### src/rtl/spi_arbiter_pkg.sv
// Shared types and defaults for the SPI master arbiter.
package spi_arbiter_pkg;

  localparam int DEFAULT_DATA_WIDTH     = 32;
  localparam int DEFAULT_TIMEOUT_CYCLES = 4096;

  typedef enum logic [1:0] {
    IDLE      = 2'd0,
    ISSUE     = 2'd1,
    WAIT_DONE = 2'd2,
    RESPOND   = 2'd3
  } state_t;

  // (base + offset) mod modulus, for offset in 1..modulus and base < modulus.
  function automatic int wrap_index(input int base, input int offset, input int modulus);
    int sum;
    sum = base + offset;
    return (sum >= modulus) ? sum - modulus : sum;
  endfunction

endpackage

### src/rtl/round_robin_arbiter.sv
// Combinational round-robin pick: first set request bit after last_grant, wrapping.
// Zero latency; grant_valid low when nothing is requested.
module round_robin_arbiter
  import spi_arbiter_pkg::*;
#(
  parameter int NUM_REQUESTERS = 4,
  localparam int INDEX_WIDTH = $clog2(NUM_REQUESTERS)
) (
  input  logic [NUM_REQUESTERS-1:0] request,
  input  logic [INDEX_WIDTH-1:0]    last_grant,
  output logic [INDEX_WIDTH-1:0]    grant,
  output logic                      grant_valid
);

  logic [INDEX_WIDTH-1:0] candidate;

  // Walk from the farthest candidate down so the nearest one after last_grant wins.
  always_comb begin
    grant       = '0;
    grant_valid = 1'b0;
    candidate   = '0;
    for (int i = NUM_REQUESTERS; i >= 1; i--) begin
      candidate = INDEX_WIDTH'(wrap_index(int'(last_grant), i, NUM_REQUESTERS));
      if (request[candidate]) begin
        grant       = candidate;
        grant_valid = 1'b1;
      end
    end
  end

endmodule

### src/rtl/spi_master_arbiter.sv
// Round-robin share of one SPI master: start 1 cycle after request, response 1 cycle after master_done.
// Optional watchdog on the wait for master_done is built with SPI_ARB_TIMEOUT_EN.
module spi_master_arbiter
  import spi_arbiter_pkg::*;
#(
  parameter int NUM_REQUESTERS = 4,
  parameter int DATA_WIDTH     = DEFAULT_DATA_WIDTH,
  parameter int TIMEOUT_CYCLES = DEFAULT_TIMEOUT_CYCLES,
  localparam int INDEX_WIDTH   = $clog2(NUM_REQUESTERS)
) (
  input  logic                               clock,
  input  logic                               reset_n,
  input  logic [NUM_REQUESTERS-1:0]          request_valid,
  input  logic [NUM_REQUESTERS*DATA_WIDTH-1:0] request_data,
  output logic [NUM_REQUESTERS-1:0]          request_ready,
  output logic [NUM_REQUESTERS-1:0]          response_valid,
  output logic [DATA_WIDTH-1:0]              response_data,
  output logic                               response_error,
  output logic                               master_enable,
  output logic [DATA_WIDTH-1:0]              master_tx_data,
  output logic [INDEX_WIDTH-1:0]             master_chip_select_index,
  input  logic                               master_done,
  input  logic [DATA_WIDTH-1:0]              master_rx_data
);

  localparam logic [INDEX_WIDTH-1:0] LAST_INDEX = INDEX_WIDTH'(NUM_REQUESTERS - 1);

  state_t                    state;
  logic [INDEX_WIDTH-1:0]    last_grant;
  logic [INDEX_WIDTH-1:0]    arb_grant;
  logic                      arb_grant_valid;
  logic [NUM_REQUESTERS-1:0] arb_onehot;
  logic [NUM_REQUESTERS-1:0] cs_onehot;

  round_robin_arbiter #(
    .NUM_REQUESTERS(NUM_REQUESTERS)
  ) u_round_robin_arbiter (
    .request    (request_valid),
    .last_grant (last_grant),
    .grant      (arb_grant),
    .grant_valid(arb_grant_valid)
  );

  assign arb_onehot = NUM_REQUESTERS'(1) << arb_grant;
  // The chip-select register doubles as the latched grant for the whole transfer.
  assign cs_onehot  = NUM_REQUESTERS'(1) << master_chip_select_index;

`ifdef SPI_ARB_TIMEOUT_EN
  localparam int TIMER_WIDTH = $clog2(TIMEOUT_CYCLES + 1);
  localparam logic [TIMER_WIDTH-1:0] TIMER_LAST = TIMER_WIDTH'(TIMEOUT_CYCLES - 1);

  logic [TIMER_WIDTH-1:0] timer;
  logic                   timer_expired;

  assign timer_expired = (timer == TIMER_LAST);
`else
  logic unused_timeout;

  assign unused_timeout = (TIMEOUT_CYCLES > 0);
  assign response_error = 1'b0;
`endif

  always_ff @(posedge clock or negedge reset_n) begin
    if (!reset_n) begin
      state                    <= IDLE;
      last_grant               <= LAST_INDEX;
      request_ready            <= '0;
      response_valid           <= '0;
      response_data            <= '0;
      master_enable            <= 1'b0;
      master_tx_data           <= '0;
      master_chip_select_index <= '0;
`ifdef SPI_ARB_TIMEOUT_EN
      response_error           <= 1'b0;
      timer                    <= '0;
`endif
    end else begin
      request_ready  <= '0;
      response_valid <= '0;
      master_enable  <= 1'b0;
      case (state)
        IDLE: begin
          if (arb_grant_valid) begin
            master_chip_select_index <= arb_grant;
            master_tx_data           <= request_data[int'(arb_grant)*DATA_WIDTH +: DATA_WIDTH];
            request_ready            <= arb_onehot;
            master_enable            <= 1'b1;
            state                    <= ISSUE;
          end
        end
        ISSUE: begin
`ifdef SPI_ARB_TIMEOUT_EN
          timer <= '0;
`endif
          state <= WAIT_DONE;
        end
        WAIT_DONE: begin
          if (master_done) begin
            response_data  <= master_rx_data;
            response_valid <= cs_onehot;
            state          <= RESPOND;
          end
`ifdef SPI_ARB_TIMEOUT_EN
          else if (timer_expired) begin
            response_data  <= '0;
            response_error <= 1'b1;
            response_valid <= cs_onehot;
            state          <= RESPOND;
          end else begin
            timer <= timer + 1'b1;
          end
`endif
        end
        RESPOND: begin
`ifdef SPI_ARB_TIMEOUT_EN
          response_error <= 1'b0;
`endif
          last_grant <= master_chip_select_index;
          state      <= IDLE;
        end
        default: state <= IDLE;
      endcase
    end
  end

endmodule

### config.mk
export PLATFORM = sky130hd
export DESIGN_NAME = spi_master_arbiter
export DESIGN_NICKNAME = d
export VERILOG_FILES = /design/src/rtl/spi_arbiter_pkg.sv /design/src/rtl/round_robin_arbiter.sv /design/src/rtl/spi_master_arbiter.sv
export SDC_FILE = /design/constraint.sdc
export NUM_CORES = 1
export LEC_CHECK = 0
export CELL_PAD_IN_SITES_DETAIL_PLACEMENT = 1
export CELL_PAD_IN_SITES_GLOBAL_PLACEMENT = 2
export CORE_AREA = 2 2 186 115
export CTS_CLUSTER_SIZE = 30
export DETAILED_ROUTE_END_ITERATION = 8
export DIE_AREA = 0 0 188 117
export GPL_TIMING_DRIVEN = 0
export PLACE_DENSITY = 0.84
export SYNTH_ARGS = -nofsm -noshare
export SYNTH_HDL_FRONTEND = slang
export SYNTH_SLANG_ARGS = --single-unit
### constraint.sdc
create_clock -name clock -period 2.2 [get_ports clock]
set_clock_uncertainty 0.2 [all_clocks]
set_input_delay 0.44 -clock clock [delete_from_list [all_inputs] [get_ports clock]]
set_output_delay 0.44 -clock clock [all_outputs]
set_load 0.02 [all_outputs]
---- After elaboration in Yosys (flattened, before gate mapping) ----
Cells that the tools add are included.
operators by class
  $lt $le $gt $ge ......................... 8
  mux-type cells .......................... 29
  shift operators ......................... 3
  $add $sub $neg .......................... 8
  reduce and logical (&&, ||, !) cells .... 4
  equality and inequality tests ........... 5
operators by type and width
  cell                   count
  $shiftx A128 B8 Y32    1
  $mux W2                10
  $mux W4                4
  $lt A2 B3 Y1 const B   4
  $mux W1                10
  $ge A3 B3 Y1 const B   3
  $bmux W1 S2            4
  $pmux W2 S4            1
  $shl A1 B2 Y4 const A  2
  $sub A2 B1 Y2 const B  4
  $add A2 B2 Y3 const B  2
  $reduce_and A2 Y1      3
  $add A2 B3 Y4 const B  1
  $eq A2 B2 Y1 const B   2
  $ge A4 B3 Y1 const B   1
  $ne A2 B2 Y1 const B   2
  $add A2 B1 Y3 const B  1
  $eq A2 B1 Y1 const B   1
  $logic_not A2 Y1       1
word-level totals
  flip-flop bits (word level) ............. 79
  bits of input ports ..................... 167
  output and inout bits ................... 76
  logic and storage cells ................. 65

---- Longest topological paths before layout ----
  depth in word-level cells ............... 12
  depth in mapped cells ................... 9

---- By module ----
A second synthesis with hierarchy kept.
unflattened totals
  cell total of the unflattened synthesis .. 312
  area, all modules ....................... 4093.9 µm²
modules (own cells, without submodules)
  module               area an instance (µm²)  times used  sequential area each (µm²)  cells each
  spi_master_arbiter   4002.6                  1           1979.4                      298
  round_robin_arbiter  91.3                    1           0.0                         14

---- Worst setup path after synthesis ----
No wires, ideal clock.
  kind .................................... flip-flop to flip-flop
  start ................................... register last_grant[0]
  end ..................................... register master_tx_data[7]
  setup time .............................. 0.142 ns
  data arrival time ....................... 1.726 ns
  path buffers ............................ 2
  stages on the path, launching flop included .. 8
  clock period less this slack ............ 2.068 ns
  required time ........................... 1.858 ns
  slack ................................... 0.132 ns
  cell sequence ........................... dfstp_2 > inv_1 > a22o_1 > a211oi_4 > buf_6 > buf_6 > mux2i_1 > o221ai_1
on the way
  cells in the longest elaborated chain, start to end .. 10
  elaborated cells between the ends (all ways) .. 34
ends and longest elaborated chain
  item                                                             RTL line                   source
  from (decl)                                                      spi_master_arbiter.sv:29   logic [INDEX_WIDTH-1:0] last_grant;
  from (signal assigned)                                           spi_master_arbiter.sv:118  last_grant <= master_chip_select_index;
  $add A2 B3 Y4                                                    spi_arbiter_pkg.sv:17      sum = base + offset;
  $ge A4 B3 Y1 / $sub A2 B1 Y2 (equally long branches)             spi_arbiter_pkg.sv:18      return (sum >= modulus) ? sum - modulus : sum;
  $mux W2                                                          spi_arbiter_pkg.sv:18
  $bmux W1 S2                                                      round_robin_arbiter.sv:24  if (request[candidate]) begin
  $mux W1 (implied by the code)                                    round_robin_arbiter.sv:24
  $mux W2 / $mux W1 (equally long branches) (4 in series)          round_robin_arbiter.sv:24
  $shiftx A128 B8 Y32 / $reduce_and A2 Y1 (equally long branches)  n/a
  to (signal assigned)                                             spi_master_arbiter.sv:85   master_tx_data <= request_data[int'(arb_grant)*DATA_WIDTH +: DATA_WIDTH];
  to (decl)                                                        spi_master_arbiter.sv:20   output logic [DATA_WIDTH-1:0] master_tx_data,
Several ways; a longest one is shown, not always the timed one. The select of a mux whose other input is x is not followed.
A chain may end at the register's enable or synchronous reset.

---- Final worst setup path ----
  start ................................... register last_grant[0]
  end ..................................... register master_tx_data[13]
Same word-level chain as after synthesis.

==> impl_metrics.ini <==
[yosys]
ys.warnings.count = 0
netlist_area_um2 = 3780
synth_cell_types = 29
synth_nets = 477
synthCells = 307
ys_seq_area_frac = 0.523
syn_avg_cell_area_um2 = 12.3
synth_seq_cells = 79

[critical_path]
cp_max_fo = 10
worstPathRequired_ns = 2.20
r2r_start = last_grant[0]
crit_path_end_kind = flip-flop
worstPathArrival_ns = 2.17
worstSetupStartpoint = last_grant[0]
cp-start-kind = flip-flop
critical_path_class = reg -> reg

[final_layout]
most-common-layout-cells = clkdlybuf4s50_1, dfrtp_1, mux2i_1
fin_cells = 851
final_common_cell = clkdlybuf4s50_1
area_delta_synth_final_pct = 88.4
drive_gt1_frac = 0.163
final_nets = 737
diodes = 0

[power]
leakage_nw = 2.98
ir_drop_v = 0.000440
p_per_area_nw_per_um2 = 1340

[sta]
worst_pin_slew_ns = 0.591
clock.fmax_mhz = 462
drv_slew = 0
relSlewSlack = 0.606
setup_viol = 0
rsz0062_at_grt = yes
min_period_ns = 2.16
worst_hold_slack_ns = 0.290
period_share = 0.983
final_hold_viol_count = 0

[floorplan]
die_area_um2 = 22000
start_util = 0.185
fp.dieH_um = 117
dieWidth_um = 188
core_region_area_um2 = 20500
io_pins = 243
rows = 41

[grt]
grt_usage = 0.136
antenna_found_initial = 0
globalRouteOverflowTotal = 0
grt_pass1_wl_um = 22900
grt_max_degree = 48
grt_pass1_vias = 4070

[outcome]
outcome = complete, no violations

[detailed_routing]
drtIter0Drc = 97
dr.pass1.iters = 4
route.met2.wl_um = 7130
via_per_inst = 4.16
wl_met1_um = 7100
wl_um = 15200
wl_per_cell_um = 17.8
vias = 3537
ant_nets = 0
top_layer_used = met4
drc = 0
detailroute.wirelength.met3_um = 802

[placed_design]
place.gp.congestion = 0.795
io_buffers = 241
dp_hpwl_um = 11900
dp.cells = 828

[clocking]
ctsLongestPathBuffers = 2
clk_pin_slew_worst_paths_ns = 0.07
insertion_delay_ns = 0.34
htreeDepth = 3
ctsRootBufferMaster = clkbuf_16
numCtsBuffers = 9
clock-sinks = 79
cts_tree = built

[min_path]
hp-start = master_tx_data[4]
hold_path.class = reg -> reg

[job]
cap_violations = 0
[sequential cells by signal, summed over array words and instances, names as in the netlist]
signal	count
last_grant	2
master_chip_select_index	2
master_enable	1
master_tx_data	32
request_ready	4
response_data	32
response_valid	4
state	2
[timing repair]
item / 4_1_cts / 5_1_grt
endpoints found under the hold margin: 32 / 0
cloned: 0 / 1
endpoints found under the setup margin: 58 / 38
resized for setup: 37 / 11
buffers inserted: 5 / 0
pin swaps: 4 / 2
hold buffers: 1 / 0
[path summary, 6_finish.rpt]
| check | end | slack, ns | depth (start not counted) |
|---|---|---|---|
| setup / recovery | master_tx_data[13] | 0.04 | 8 |
| hold / removal | master_tx_data[4] | 0.29 | 2 |
| setup reg to reg | master_tx_data[13] | 0.04 | 8 |
| hold reg to reg | master_tx_data[4] | 0.29 | 2 |
| max in group asynchronous | last_grant[1] | 0.75 | 3 |
| min in group asynchronous | response_data[20] | 0.40 | 2 |
[area by class of cell]
class | count | area (um^2)
fill | 2249 | 13300
timing repair buffer | 249 | 2540
sequential | 79 | 1980
multi-input combinational | 200 | 1700
tap | 279 | 349
clock buffer | 10 | 229
buffer | 22 | 216
clock inverter | 6 | 92.6
inverter | 6 | 22.5
[cell usage after synthesis]
master / instances / area, um^2
o221ai_1: 32 / 280
buf_6: 3 / 33.8
o21ai_0: 2 / 10.0
nand2b_1: 4 / 25.0
nor3_1: 2 / 10.0
dfrtp_1: 77 / 1930
inv_1: 4 / 15.0
buf_2: 6 / 30.0
nor4_1: 1 / 6.26
mux2i_1: 64 / 641
nor2b_1: 1 / 6.26
o22a_1: 1 / 8.76
o22ai_1: 1 / 6.26
a211oi_4: 1 / 20.0
nor2_1: 6 / 22.5
clkbuf_1: 8 / 30.0
o21ai_1: 1 / 5.00
buf_1: 1 / 3.75
a21oi_1: 4 / 20.0
a22o_1: 1 / 8.76
buf_4: 4 / 30.0
and4_1: 1 / 8.76
dfstp_2: 2 / 52.6
conb_1: 1 / 3.75
ha_1: 3 / 37.5
nand2_1: 39 / 146
nor3b_1: 2 / 15.0
mux2_2: 33 / 372
inv_2: 2 / 7.51
[stage by stage]
step                TNS, ns  instance area, um^2  power [mW]  setup slack [ns]   util
detailed placement   -34.14                 6570        7.62            -0.863  0.321
finish                    0                 7130        9.54            0.0376  0.348
global route          -1.27                 7130        10.1           -0.0661  0.348
floorplan                 0                 3780        5.21             0.132      -
global placement    -221.73                 6540        7.45             -2.45  0.320
CTS                       0                 7070        9.62            0.0114  0.345
[critical path, stage by stage (launching register included)]
cell and delay [ns]:
dfstp_2 0.54, nand2b_1 0.16, a21oi_2 0.09, a211oi_4 0.22, buf_6 0.17, buf_12 0.14
buf_12 0.14, mux2i_2 0.23, o221ai_1 0.13
[where the power goes]
part	leakage [nW]	total [mW]	switching (mW)	internal, mW
clock	0.150	1.64	0.639	1.00
sequential	0.964	2.57	0.404	2.17
combinational	1.87	5.32	2.60	2.73
total	2.98	9.54	3.64	5.90
[per-layer routing]
metal / GRT usage / up-vias
met3: 0.0391 / 11
met1: 0.177 / 1766
met4: 0.0346 / 0
li1: - / 1644
met5: 0 / -
met2: 0.225 / 116
[logic make-up after synthesis]
family,synth area share
compound gates,0.0949
fa+ha+maj,0.00992
buf+inv,0.0397
flops,0.523
mux,0.268
other cells,0.000991
simple gates,0.0635
Note: power is estimated with default switching activity, not from simulation.
